==> config.mk <==
export PLATFORM = sky130hd
export DESIGN_NAME = excp_ctrl
export DESIGN_NICKNAME = d
export VERILOG_FILES = /design/src/rtl/excp_ctrl_pkg.sv /design/src/rtl/excp_arb.sv /design/src/rtl/excp_ctrl.sv
export SDC_FILE = /design/constraint.sdc
export NUM_CORES = 1
export LEC_CHECK = 0
export ABC_AREA = 1
export CAP_MARGIN = 20
export CELL_PAD_IN_SITES_DETAIL_PLACEMENT = 1
export CELL_PAD_IN_SITES_GLOBAL_PLACEMENT = 1
export CORE_ASPECT_RATIO = 1.25
export CORE_MARGIN = 10
export CORE_UTILIZATION = 27
export DETAILED_ROUTE_END_ITERATION = 16
export HOLD_SLACK_MARGIN = 0.12
export PLACE_DENSITY_LB_ADDON = 0.1
export REMOVE_ABC_BUFFERS = 1
export SETUP_SLACK_MARGIN = 0.2
export SYNTH_ARGS = -nofsm -noshare
export SYNTH_HDL_FRONTEND = slang
export SYNTH_SLANG_ARGS = --single-unit
==> constraint.sdc <==
create_clock -name clk -period 9.1 [get_ports clk]
set_input_delay 0.91 -clock clk [delete_from_list [all_inputs] [get_ports clk]]
set_output_delay 0.91 -clock clk [all_outputs]
set_load 0.005 [all_outputs]
==> src/rtl/excp_ctrl_pkg.sv <==
// rtl/excp_ctrl_pkg.sv - shared CSR addresses, cause codes, bit indices and FSM encoding for excp_ctrl
package excp_ctrl_pkg;

  typedef enum logic [11:0] {
    CSR_MSTATUS = 12'h300,
    CSR_MIE     = 12'h304,
    CSR_MTVEC   = 12'h305,
    CSR_MEPC    = 12'h341,
    CSR_MCAUSE  = 12'h342,
    CSR_MTVAL   = 12'h343
  } csr_addr_e;

  typedef enum logic [3:0] {
    CAUSE_ILLEGAL_INSN = 4'd2,
    CAUSE_BREAKPOINT   = 4'd3,
    CAUSE_LD_MISALIGN  = 4'd4,
    CAUSE_ST_MISALIGN  = 4'd6,
    CAUSE_ECALL_M      = 4'd11
  } exc_code_e;

  typedef enum logic [3:0] {
    CAUSE_MSI = 4'd3,
    CAUSE_MTI = 4'd7,
    CAUSE_MEI = 4'd11
  } irq_code_e;

  // mstatus / mie bit positions
  localparam int MSTATUS_MIE    = 3;
  localparam int MSTATUS_MPIE   = 7;
  localparam int MSTATUS_MPP_LO = 11;
  localparam int MSTATUS_MPP_HI = 12;
  localparam int MIE_MSIE       = 3;
  localparam int MIE_MTIE       = 7;
  localparam int MIE_MEIE       = 11;

  // ls_excp_i = {illegal, ecall, ebreak, ld_misalign, st_misalign}
  localparam int EXC_ILLEGAL = 4;
  localparam int EXC_ECALL   = 3;
  localparam int EXC_EBREAK  = 2;
  localparam int EXC_LD_MIS  = 1;
  localparam int EXC_ST_MIS  = 0;

  // irq_i = {meip, mtip, msip}
  localparam int IRQ_MEIP = 2;
  localparam int IRQ_MTIP = 1;
  localparam int IRQ_MSIP = 0;

  typedef enum logic [2:0] {
    ST_IDLE    = 3'd0,
    ST_MEPC    = 3'd1,
    ST_MCAUSE  = 3'd2,
    ST_MTVAL   = 3'd3,
    ST_MSTATUS = 3'd4,
    ST_MRET    = 3'd5
  } state_e;

endpackage

==> src/rtl/excp_arb.sv <==
// rtl/excp_arb.sv - fixed-priority selection of the trap to take from ls exceptions and interrupts
module excp_arb
  import excp_ctrl_pkg::*;
#(
  parameter int MCAUSE_W = 4
) (
  input  logic                valid,
  input  logic [4:0]          excp,
  input  logic [2:0]          irq,
  input  logic [2:0]          irq_en,
  input  logic                glb_ie,
  output logic                take,
  output logic                is_irq,
  output logic [MCAUSE_W-1:0] code
);

  logic [2:0] pend;

  // An interrupt is only taken on a live ls instruction, which it then kills.
  assign pend = irq & irq_en & {3{glb_ie & valid}};

  // Exceptions beat interrupts; within each group the architectural order applies.
  always_comb begin
    take   = 1'b0;
    is_irq = 1'b0;
    code   = '0;
    if (valid && excp[EXC_ILLEGAL]) begin
      take = 1'b1;
      code = MCAUSE_W'(CAUSE_ILLEGAL_INSN);
    end else if (valid && excp[EXC_EBREAK]) begin
      take = 1'b1;
      code = MCAUSE_W'(CAUSE_BREAKPOINT);
    end else if (valid && excp[EXC_ECALL]) begin
      take = 1'b1;
      code = MCAUSE_W'(CAUSE_ECALL_M);
    end else if (valid && excp[EXC_LD_MIS]) begin
      take = 1'b1;
      code = MCAUSE_W'(CAUSE_LD_MISALIGN);
    end else if (valid && excp[EXC_ST_MIS]) begin
      take = 1'b1;
      code = MCAUSE_W'(CAUSE_ST_MISALIGN);
    end else if (pend[IRQ_MEIP]) begin
      take   = 1'b1;
      is_irq = 1'b1;
      code   = MCAUSE_W'(CAUSE_MEI);
    end else if (pend[IRQ_MSIP]) begin
      take   = 1'b1;
      is_irq = 1'b1;
      code   = MCAUSE_W'(CAUSE_MSI);
    end else if (pend[IRQ_MTIP]) begin
      take   = 1'b1;
      is_irq = 1'b1;
      code   = MCAUSE_W'(CAUSE_MTI);
    end
  end

endmodule

==> src/rtl/excp_ctrl.sv <==
// rtl/excp_ctrl.sv - trap/mret/fence.i sequencer; EXCP_MTVAL_EN adds the mtval write state
module excp_ctrl
  import excp_ctrl_pkg::*;
#(
  parameter int XLEN     = 32,
  parameter int MCAUSE_W = 4
) (
  input  logic            clk,
  input  logic            rst,
  input  logic            ls_valid_i,
  input  logic [XLEN-1:0] ls_pc_i,
  input  logic [4:0]      ls_excp_i,
  input  logic [XLEN-1:0] ls_tval_i,
  input  logic            ls_mret_i,
  input  logic            ex_fencei_i,
  input  logic [XLEN-1:0] ex_pc_i,
  input  logic [2:0]      irq_i,
  input  logic [XLEN-1:0] csr_mstatus_i,
  input  logic [XLEN-1:0] csr_mie_i,
  input  logic [XLEN-1:0] csr_mtvec_i,
  input  logic [XLEN-1:0] csr_mepc_i,
  input  logic            ls_ahb_stallreq_i,
  output logic            excp_stallreq_o,
  output logic [1:0]      excp_flushreq_o,
  output logic            excp_jump_req_o,
  output logic [XLEN-1:0] excp_jump_addr_o,
  output logic            csr_we_o,
  output logic [11:0]     csr_waddr_o,
  output logic [XLEN-1:0] csr_wdata_o
);

  state_e                state;
  logic                  is_irq_q;
  logic [MCAUSE_W-1:0]   code_q;
  logic                  csr_we_q;
  logic [11:0]           csr_waddr_q;
  logic [XLEN-1:0]       csr_wdata_q;
  logic                  jump_req_q;
  logic [1:0]            flush_q;
  logic [XLEN-1:0]       jump_addr_q;

  logic                  arb_take;
  logic                  arb_is_irq;
  logic [MCAUSE_W-1:0]   arb_code;
  logic                  eval_en;
  logic                  trap_take;
  logic                  mret_take;
  logic                  fencei_take;
  logic                  fencei_out;
  logic [XLEN-1:0]       cause_val;
  logic [XLEN-1:0]       trap_mstatus;
  logic [XLEN-1:0]       mret_mstatus;
  logic [XLEN-1:0]       trap_target;
  logic [XLEN-1:0]       mtvec_base;
  logic                  unused_bits;

`ifdef EXCP_MTVAL_EN
  logic [XLEN-1:0]       tval_q;
  assign unused_bits = ^{csr_mie_i[XLEN-1:12], csr_mie_i[10:8], csr_mie_i[6:4],
                         csr_mie_i[2:0], ls_pc_i[1:0]};
`else
  assign unused_bits = ^{csr_mie_i[XLEN-1:12], csr_mie_i[10:8], csr_mie_i[6:4],
                         csr_mie_i[2:0], ls_pc_i[1:0], ls_tval_i};
`endif

  excp_arb #(
    .MCAUSE_W(MCAUSE_W)
  ) u_arb (
    .valid  (ls_valid_i),
    .excp   (ls_excp_i),
    .irq    (irq_i),
    .irq_en ({csr_mie_i[MIE_MEIE], csr_mie_i[MIE_MTIE], csr_mie_i[MIE_MSIE]}),
    .glb_ie (csr_mstatus_i[MSTATUS_MIE]),
    .take   (arb_take),
    .is_irq (arb_is_irq),
    .code   (arb_code)
  );

  // Events are only looked at when idle and no ls bus transfer is in flight.
  assign eval_en     = (state == ST_IDLE) && !ls_ahb_stallreq_i;
  assign trap_take   = eval_en && arb_take;
  assign mret_take   = eval_en && !arb_take && ls_valid_i && ls_mret_i;
  assign fencei_take = eval_en && !arb_take && !(ls_valid_i && ls_mret_i) && ex_fencei_i;
  assign fencei_out  = fencei_take && !rst;

  // mcause value from the latched trap, interrupt flag in the top bit.
  always_comb begin
    cause_val                = '0;
    cause_val[XLEN-1]        = is_irq_q;
    cause_val[MCAUSE_W-1:0]  = code_q;
  end

  // mstatus images for trap entry and mret, built from the live CSR value.
  always_comb begin
    trap_mstatus                                = csr_mstatus_i;
    trap_mstatus[MSTATUS_MPIE]                  = csr_mstatus_i[MSTATUS_MIE];
    trap_mstatus[MSTATUS_MIE]                   = 1'b0;
    trap_mstatus[MSTATUS_MPP_HI:MSTATUS_MPP_LO] = 2'b11;
    mret_mstatus                                = csr_mstatus_i;
    mret_mstatus[MSTATUS_MIE]                   = csr_mstatus_i[MSTATUS_MPIE];
    mret_mstatus[MSTATUS_MPIE]                  = 1'b1;
  end

  // Trap target: vectored mode offsets only interrupts; the add wraps naturally.
  always_comb begin
    mtvec_base  = {csr_mtvec_i[XLEN-1:2], 2'b00};
    trap_target = mtvec_base;
    if (csr_mtvec_i[1:0] == 2'b01 && is_irq_q) begin
      trap_target = mtvec_base + (XLEN'(code_q) << 2);
    end
  end

  // Sequencer: one CSR write per state, pulses registered and cleared every cycle by default.
  always_ff @(posedge clk or posedge rst) begin
    if (rst) begin
      state       <= ST_IDLE;
      is_irq_q    <= 1'b0;
      code_q      <= '0;
      csr_we_q    <= 1'b0;
      csr_waddr_q <= '0;
      csr_wdata_q <= '0;
      jump_req_q  <= 1'b0;
      flush_q     <= 2'b00;
      jump_addr_q <= '0;
`ifdef EXCP_MTVAL_EN
      tval_q      <= '0;
`endif
    end else begin
      csr_we_q    <= 1'b0;
      csr_waddr_q <= '0;
      csr_wdata_q <= '0;
      jump_req_q  <= 1'b0;
      flush_q     <= 2'b00;
      jump_addr_q <= '0;
      case (state)
        ST_IDLE: begin
          if (trap_take) begin
            state       <= ST_MEPC;
            is_irq_q    <= arb_is_irq;
            code_q      <= arb_code;
`ifdef EXCP_MTVAL_EN
            tval_q      <= arb_is_irq ? '0 : ls_tval_i;
`endif
            csr_we_q    <= 1'b1;
            csr_waddr_q <= CSR_MEPC;
            csr_wdata_q <= {ls_pc_i[XLEN-1:2], 2'b00};
          end else if (mret_take) begin
            state       <= ST_MRET;
            csr_we_q    <= 1'b1;
            csr_waddr_q <= CSR_MSTATUS;
            csr_wdata_q <= mret_mstatus;
            jump_req_q  <= 1'b1;
            flush_q     <= 2'b10;
            jump_addr_q <= csr_mepc_i;
          end
        end
        ST_MEPC: begin
          state       <= ST_MCAUSE;
          csr_we_q    <= 1'b1;
          csr_waddr_q <= CSR_MCAUSE;
          csr_wdata_q <= cause_val;
        end
        ST_MCAUSE: begin
`ifdef EXCP_MTVAL_EN
          state       <= ST_MTVAL;
          csr_we_q    <= 1'b1;
          csr_waddr_q <= CSR_MTVAL;
          csr_wdata_q <= tval_q;
`else
          state       <= ST_MSTATUS;
          csr_we_q    <= 1'b1;
          csr_waddr_q <= CSR_MSTATUS;
          csr_wdata_q <= trap_mstatus;
          jump_req_q  <= 1'b1;
          flush_q     <= 2'b10;
          jump_addr_q <= trap_target;
`endif
        end
`ifdef EXCP_MTVAL_EN
        ST_MTVAL: begin
          state       <= ST_MSTATUS;
          csr_we_q    <= 1'b1;
          csr_waddr_q <= CSR_MSTATUS;
          csr_wdata_q <= trap_mstatus;
          jump_req_q  <= 1'b1;
          flush_q     <= 2'b10;
          jump_addr_q <= trap_target;
        end
`endif
        ST_MSTATUS: state <= ST_IDLE;
        ST_MRET:    state <= ST_IDLE;
        default:    state <= ST_IDLE;
      endcase
    end
  end

  // Stall covers the detect cycle and the CSR states before the redirect; fence.i redirects in place.
  assign excp_stallreq_o  = ((trap_take || mret_take) && !rst) ||
                            (state == ST_MEPC) || (state == ST_MCAUSE) || (state == ST_MTVAL);
  assign excp_jump_req_o  = jump_req_q || fencei_out;
  assign excp_flushreq_o  = fencei_out ? 2'b01 : flush_q;
  assign excp_jump_addr_o = fencei_out ? (ex_pc_i + XLEN'(4)) : jump_addr_q;
  assign csr_we_o         = csr_we_q;
  assign csr_waddr_o      = csr_waddr_q;
  assign csr_wdata_o      = csr_wdata_q;

endmodule
; ---- After elaboration in Yosys (flattened, before gate mapping)
; Cells that the tools add are included.
; Widths: inputs -> output; s select.
[totals]
word_cells = 91
output_inout_bits = 81
ff_bits = 88
input_bits = 238
[op_classes]
n_mux = 44
n_addsub = 2
eq_ne = 5
n_bitwise = 3
n_reduce_logical = 28
[op_table]
columns = cell, n
row1 = $mux 32, 6
row2 = $pmux 32 s3, 1
row3 = $pmux 32 s2, 1
row4 = $add 32x3->32 const B, 1
row5 = $add 32x6->32, 1
row6 = $pmux 10 s3, 1
row7 = $mux 4, 7
row8 = $mux 10, 2
row9 = $logic_and 1x1->1, 16
row10 = $mux 1, 16
row11 = $mux 3, 3
row12 = $pmux 3 s3, 1
row13 = $and 3x3->3, 2
row14 = $eq 3x2->1 const B, 2
row15 = $mux 2, 3
row16 = $logic_or 1x1->1, 5
row17 = $logic_not 1->1, 4
row18 = $pmux 1 s2, 2
row19 = $pmux 2 s2, 1
row20 = $eq 3x1->1 const B, 1
row21 = $logic_not 3->1, 1
row22 = $ne 3x3->1 const B, 1
row23 = $eq 2x1->1 const B, 1
row24 = $reduce_and 2->1, 1
row25 = 2 further kinds, 2

; ---- Longest topological paths before layout
[depth]
word_depth = 19
depth_mapped = 14

; ---- Cells and area by module
; From an unflattened synthesis, not the netlist that was laid out.
[unflattened]
hier_cells = 778
hier_area_um2 = 5308.8
[modules_own_cells]
columns = module, instances, area_per_inst_um2, cells_each
row1 = excp_ctrl, 1, 5141.2, 745
row2 = excp_arb, 1, 167.7, 33

; ---- Worst setup path after synthesis
; No wires, ideal clock.
[synth_path]
path_type = input port to output port
start = input port rst
end = output port excp_jump_addr_o[17]
setup_slack_ns = 4.899
path_stages = 7
n_path_buf = 2
arrival_ns = 3.291
cell_sequence = inv_1 > nand2_1 > nor2_1 > nand2_2 > buf_6 > buf_6 > o21ai_1
[synth_via]
elab_chain_len = 3
[synth_rtl]
columns = element, line
row1 = "start, declared", excp_ctrl.sv:9  ; input logic rst,
row2 = $logic_not 1->1, excp_ctrl.sv:84  ; assign fencei_out = fencei_take && !rst;
row3 = $logic_and 1x1->1, excp_ctrl.sv:84
row4 = $mux 32, excp_ctrl.sv:202  ; assign excp_jump_addr_o = fencei_out ? (ex_pc_i + XLEN'(4)) : jump_addr_q;
row5 = "end, declared", excp_ctrl.sv:26  ; output logic [XLEN-1:0] excp_jump_addr_o,
; No other way between the ends.

; ---- Worst setup path in the final report
[layout_path]
start = input port ls_valid_i
end = output port excp_jump_req_o
[layout_via]
elab_chain_len = 16
[layout_rtl]
columns = element, line
row1 = "start, declared", excp_ctrl.sv:10  ; input logic ls_valid_i,
row2 = $and 1x1->1, excp_arb.sv:20  ; assign pend = irq & irq_en & {3{glb_ie & valid}};
row3 = $and 3x3->3, excp_arb.sv:20
row4 = $mux 1, excp_arb.sv:50  ; end else if (pend[IRQ_MTIP]) begin
row5 = $mux 1, excp_arb.sv:46  ; end else if (pend[IRQ_MSIP]) begin
row6 = $mux 1, excp_arb.sv:42  ; end else if (pend[IRQ_MEIP]) begin
row7 = $mux 1, excp_arb.sv:39  ; end else if (valid && excp[EXC_ST_MIS]) begin
row8 = $mux 1, excp_arb.sv:36  ; end else if (valid && excp[EXC_LD_MIS]) begin
row9 = $mux 1, excp_arb.sv:33  ; end else if (valid && excp[EXC_ECALL]) begin
row10 = $mux 1, excp_arb.sv:30  ; end else if (valid && excp[EXC_EBREAK]) begin
row11 = $mux 1, excp_arb.sv:27  ; if (valid && excp[EXC_ILLEGAL]) begin
row12 = $logic_not 1->1, excp_ctrl.sv:83  ; assign fencei_take = eval_en && !arb_take && !(ls_valid_i && ls_mret_i) && ex_fencei_i;
row13 = $logic_and 1x1->1, excp_ctrl.sv:83
row14 = $logic_and 1x1->1 * (2 in a row), excp_ctrl.sv:83
row15 = $logic_and 1x1->1 *, excp_ctrl.sv:84
row16 = $logic_or 1x1->1 *, excp_ctrl.sv:200  ; assign excp_jump_req_o = jump_req_q || fencei_out;
row17 = "end, declared", excp_ctrl.sv:25  ; output logic excp_jump_req_o,
; Every way passes the cells marked *; elsewhere a longest branch is shown, timed or not.

==> impl_metrics.json <==
{
  "status": "complete, no violations",
  "p_per_area_nw_per_um2": 195,
  "yosys_warnings": 0,
  "final.min_clock_period_ps": 5390,
  "ctsResizeCount": 0,
  "tightest_slew_ps": 1030,
  "worstPathCellList": "clkdlybuf4s50_1, nand2_1, nor2_1, nor2_1, nand2_2, nor2_4, nand2_2, inv_2, nand2_2, inv_1, or2_1, clkdlybuf4s50_1",
  "critical_path.endpoint_type": "output pin",
  "peakVddDrop_v": 0.000115,
  "grt_pass1_wl_mm": 35.8,
  "stdcell_area_um2": 8340,
  "die_h_um": 177,
  "postRouteAntennaNets": 0,
  "wl_per_cell_um": 17.8,
  "synth_seq_cells": 77,
  "post-cts-setup-buffers": 0,
  "worst_slack_ps": 3710,
  "firstDrtPassIters": 5,
  "fmax_ghz": 0.185,
  "holdPathStages": 3,
  "wirelength_mm": 23.4,
  "ff2ff_path_depth": 11,
  "numCtsBuffers": 9,
  "htreeDepth": 3,
  "drive_gt1_share_pct": 4.67,
  "yosys-top-cells-area": "dfrtp_1 36%, nand2_1 24%, nor2_1 5.3%, inv_1 4.6%, nand3_1 4.2%",
  "preCtsSetupSlack_ps": 3610,
  "crit_buf_inv": 4,
  "drc": 0,
  "slowest_delay_ps": 690,
  "rr_startpoint": "code_q[0]$_DFFE_PP0P_",
  "cts.path.max_buffers": 2,
  "critical_path.top_delay_family": "buffers and inverters",
  "cts_tree": "yes",
  "fin_tns_setup_ps": 0,
  "crit_fanout": 48,
  "rsz0062_at_grt": "no",
  "holdBufCountCts": 0,
  "min_from": "state[2]$_DFFE_PP0P_",
  "antenna_found_initial": 3,
  "num_rows": 57,
  "hold_viol_final": 0,
  "ios": 319,
  "cp_data_arrival_time_ps": 4480,
  "dp_hpwl_mm": 19.7,
  "area_growth_pct": 56.2,
  "die_w_um": 146,
  "clock_sinks": 77,
  "port-buffer-count": 248,
  "place.gp.congestion": 0.910,
  "ys.flop_type": "dfrtp_1",
  "slowest_stage": "inv_1",
  "cap_violations": 0,
  "leakagePower_nw": 3.85,
  "synth_edf_count": 0,
  "clkTransAtPathRegs_ps": 60,
  "maxSlewHeadroom_pct": 30.7,
  "viasPerCell": 4.50,
  "first_iter_violations": 129,
  "cp_data_required_time_ps": 8190,
  "num_vias": 5932,
  "startpoint_type": "primary input",
  "drv_slew": 0,
  "die-area_um2": 25800,
  "core_area_um2": 19500,
  "ys_types": 38,
  "synth_top_cell_by_area": "dfrtp_1",
  "hold_slack_ps": 549,
  "grt_max_degree": 49,
  "syn_inst": 807,
  "yosysSeqAreaShare_pct": 36.1,
  "setup_viol": 0,
  "initial_core_util_pct": 27.4,
  "hold_end": "jump_addr_q[1]$_DFF_PP0_",
  "timing.final.crit_share_pct": 59.3,
  "grt_overflow_total": 0,
  "synthDominantCellAreaShare_pct": 36.1,
  "mostFrequentLayoutCells": "344 x nand2_1, 248 x clkdlybuf4s50_1, 77 x dfrtp_1",
  "rrSetupSlack_ps": 6590,
  "grt.total_usage_pct": 17.7,
  "fin_nets": 1289,
  "fin_worst_skew_ps": 7.17,
  "crit_cells": 12,
  "grt_pass1_vias": 6505,
  "netlist_area_um2": 5340,
  "synthArstFlopShare_pct": 100,
  "hp-class": "flip-flop to flip-flop",
  "syn_avg_cell_area_um2": 6.61,
  "rr_endpoint": "jump_addr_q[26]$_DFF_PP0_",
  "placed_cell_area_um2": 7980,
  "clock_latency_ps": 340,
  "worst-setup-path-type": "primary input to output pin",
  "final_core_util_pct": 42.8,
  "root_buffer": "clkbuf_16",
  "crit_top_cell": "nand2_2",
  "final_common_cell": "nand2_1"
}
power breakdown:
group,switching (mW),internal (mW),total (mW)
sequential,0.0403,0.455,0.496
combinational,0.353,0.361,0.714
clock,0.147,0.269,0.416
total,0.540,1.09,1.63
through the flow:
step | power (mW) | cells
global route | 1.75 | 1316
floorplan | 0.788 | 781
global placement | 1.23 | 1298
finish | 1.63 | 1317
detailed placement | 1.23 | 1299
CTS | 1.66 | 1315
Yosys cell counts, types with 2 or more instances:
library cell and count:
o21ai_0 26, a31o_2 2, a21oi_1 13, o21bai_1 6, nand4_1 23, dfrtp_1 77
buf_2 9, xor2_1 13, xnor2_1 10, nor3_1 15, nand3b_1 7, nand2_1 344
nor2_1 76, o21ai_1 11, buf_6 6, inv_1 65, nand2_2 16, nand2_4 2
buf_4 10, ha_1 5, a31oi_1 2, clkbuf_1 4, nor2_4 3, o211ai_1 3
nand3_1 45, inv_2 2
sequential cells by signal (all words and copies together) (netlist names):
| name | flops |
|---|---|
| csr_waddr_o | 3 |
| flush_q | 1 |
| is_irq_q | 1 |
| csr_we_o | 1 |
| state | 3 |
| csr_wdata_o | 32 |
| jump_addr_q | 32 |
| code_q | 4 |
cell type report:
class                           count  area, µm²
Multi-Input combinational cell    637       2950
Fill cell                        2453      11100
Antenna cell                        2       5.00
Clock buffer                        9        225
Sequential cell                    77       1930
Inverter                           67        253
Tap cell                          265        332
Clock inverter                      7        123
Timing Repair Buffer              253       2520
worst register-to-register path: cells and delay by family, from the launching register on:
family	cells	cell delay, ps
flip-flops	1	370
AND/OR/NAND/NOR	8	1310
adder cells (fa/ha/maj)	2	650
buffers and inverters	1	70
worst max-delay path by stage:
stage / slack [ps] / start / to
floorplan: 4340 / rst / excp_jump_addr_o[22]
global placement: 3660 / ls_valid_i / excp_jump_req_o
detailed placement: 3610 / ls_valid_i / excp_jump_req_o
CTS: 3610 / ls_valid_i / excp_jump_req_o
global route: 3340 / ls_valid_i / excp_jump_addr_o[28]
finish: 3710 / ls_valid_i / excp_jump_req_o
kinds of logic after synthesis:
logic type,synth area share (%)
simple gates,42.2
buf+inv,9.05
flops,36.1
compound gates,7.22
xor+xnor,3.78
fa+ha+maj,1.55
other cells,0.0703
routing by layer:
layer  wire, µm  global-route usage, %
met5          0                      0
met3       1750                   6.27
met4        460                   5.27
met1       8730                   17.3
met2      12400                   34.1
Note: power is estimated with default switching activity, not from simulation.
==> patch (same flow settings) <==
Make the reset (`rst`) synchronous in one clocked block.
--- a/src/rtl/excp_ctrl.sv
+++ b/src/rtl/excp_ctrl.sv
@@ -113,3 +113,3 @@
   // Sequencer: one CSR write per state, pulses registered and cleared every cycle by default.
-  always_ff @(posedge clk or posedge rst) begin
+  always_ff @(posedge clk) begin
     if (rst) begin
Check against the original RTL: differs if rst is asserted again (counterexample within 4 cycles, from zero or initial values and one cycle with rst high); with rst held inactive, the same outputs for 4 cycles.
==> patch against the original RTL <==
Routed wire length fell by 0.24%; worst hold slack lost 0.036 ns; area after synthesis decreased by 2.9%; largest cell class unchanged; highest routed layer unchanged; worst setup slack got worse by 0.22 ns; critical path depth is 1 lower; cell area shrank 3.7%; sequential cell count unchanged.
Power is not compared: it rests on default switching activity, and its combinational part moved more than twofold at a synthesized area within 25%.
==> patch: results <==
group,metric,value,unit
status,outcome,"complete, no violations",
hold_path,min-delay-start,"code_q[3]",
routing,first_pass_iters,4,
logic_synthesis,syn_area_per_cell,6.11,sq um
hold_path,min_to,"code_q[3]",
logic_synthesis,synth_common_cells,"nand2_1 (315), nor2_1 (91), inv_1 (82)",
setup_path,cp_max_fo,47,
routing,wl_met1,9830,um
logic_synthesis,synth_cell_types,44,
place,dp_hpwl,19400,um
setup_path,r2r-start,"code_q[0]",
grt,grt.total_usage,18.0,%
grt,grtUsageMet3,3.61,%
setup_path,cp.arrival,4.70,ns
grt,met1_usage,21.2,%
routing,wl_met3,1440,um
final_layout,layout-drive-gt1-share,3.60,%
setup_path,worst-r2r-setup-slack,6.65,ns
setup_path,endpoint,"excp_jump_addr_o[28]",
routing,wl_met2,11700,um
final_layout,syn2layout_area_growth,54.9,%
routing,wl_per_cell,17.7,um
logic_synthesis,synthArstFlopShare,0,%
grt,grt_max_degree,48,
grt,antenna_found_initial,2,
## patch: cell types whose count changed in the layout (fill, tap and decap cells not counted), sizes merged, moves of 16 or more
cell and delta:
inv +22, dfrtp -77, a21oi +32, nor2 +16
nand2 -44, dfxtp +77
## patch: per-stage QoR
step,total power [W],setup slack (ns),hold slack (ns)
finish,0.000940,3.49,0.513
global route,0.000988,2.98,0.536
CTS,0.000953,3.31,0.520
detailed placement,0.000598,3.34,0.511
global placement,0.000596,3.31,0.497
floorplan,0.000446,5.47,0.455
## patch: layout make-up
cell class	count	share of cell area, %
well taps	232	3.62
clock buffers	9	2.81
flip-flops and latches	77	19.2
clock inverters	7	0.732
inverters	86	4.05
diodes	2	0.0623
multi-input cells	655	38.6
repair buffers	249	30.9
## patch: critical path: stages
cell and delay, ns:
clkdlybuf4s50_1 0.61, nand2_1 0.19, nand2_2 0.09, nor2_4 0.11, nand2_2 0.10, nor2_4 0.18
nand3_2 0.69, inv_1 0.90, o21ai_0 0.26, nand2_1 0.11, clkdlybuf4s50_1 0.51
## patch: cells by family (layout without fill, tap and decap cells)
| logic type | after synthesis | after routing | share of synthesized area, % |
|---|---|---|---|
| XOR/XNOR | 25 | 25 | 4.23 |
| AO/OA/AOI/OAI | 110 | 110 | 12.1 |
| other | 1 | 9 | 0.0724 |
| AND/OR/NAND/NOR | 507 | 507 | 41.3 |
| flip-flops | 77 | 77 | 29.7 |
| adder cells (fa/ha/maj) | 6 | 6 | 1.59 |
| buffers and inverters | 122 | 351 | 10.9 |
## patch: power by group through the flow
stage	sequential [W]	clock (W)	combinational [W]
after global placement	0.000365	0	0.000232
after floorplan	0.000366	0	0.0000800
after CTS	0.000357	0.000361	0.000235
after global routing	0.000359	0.000375	0.000254
after detailed placement	0.000365	0	0.000233
final	0.000357	0.000352	0.000230
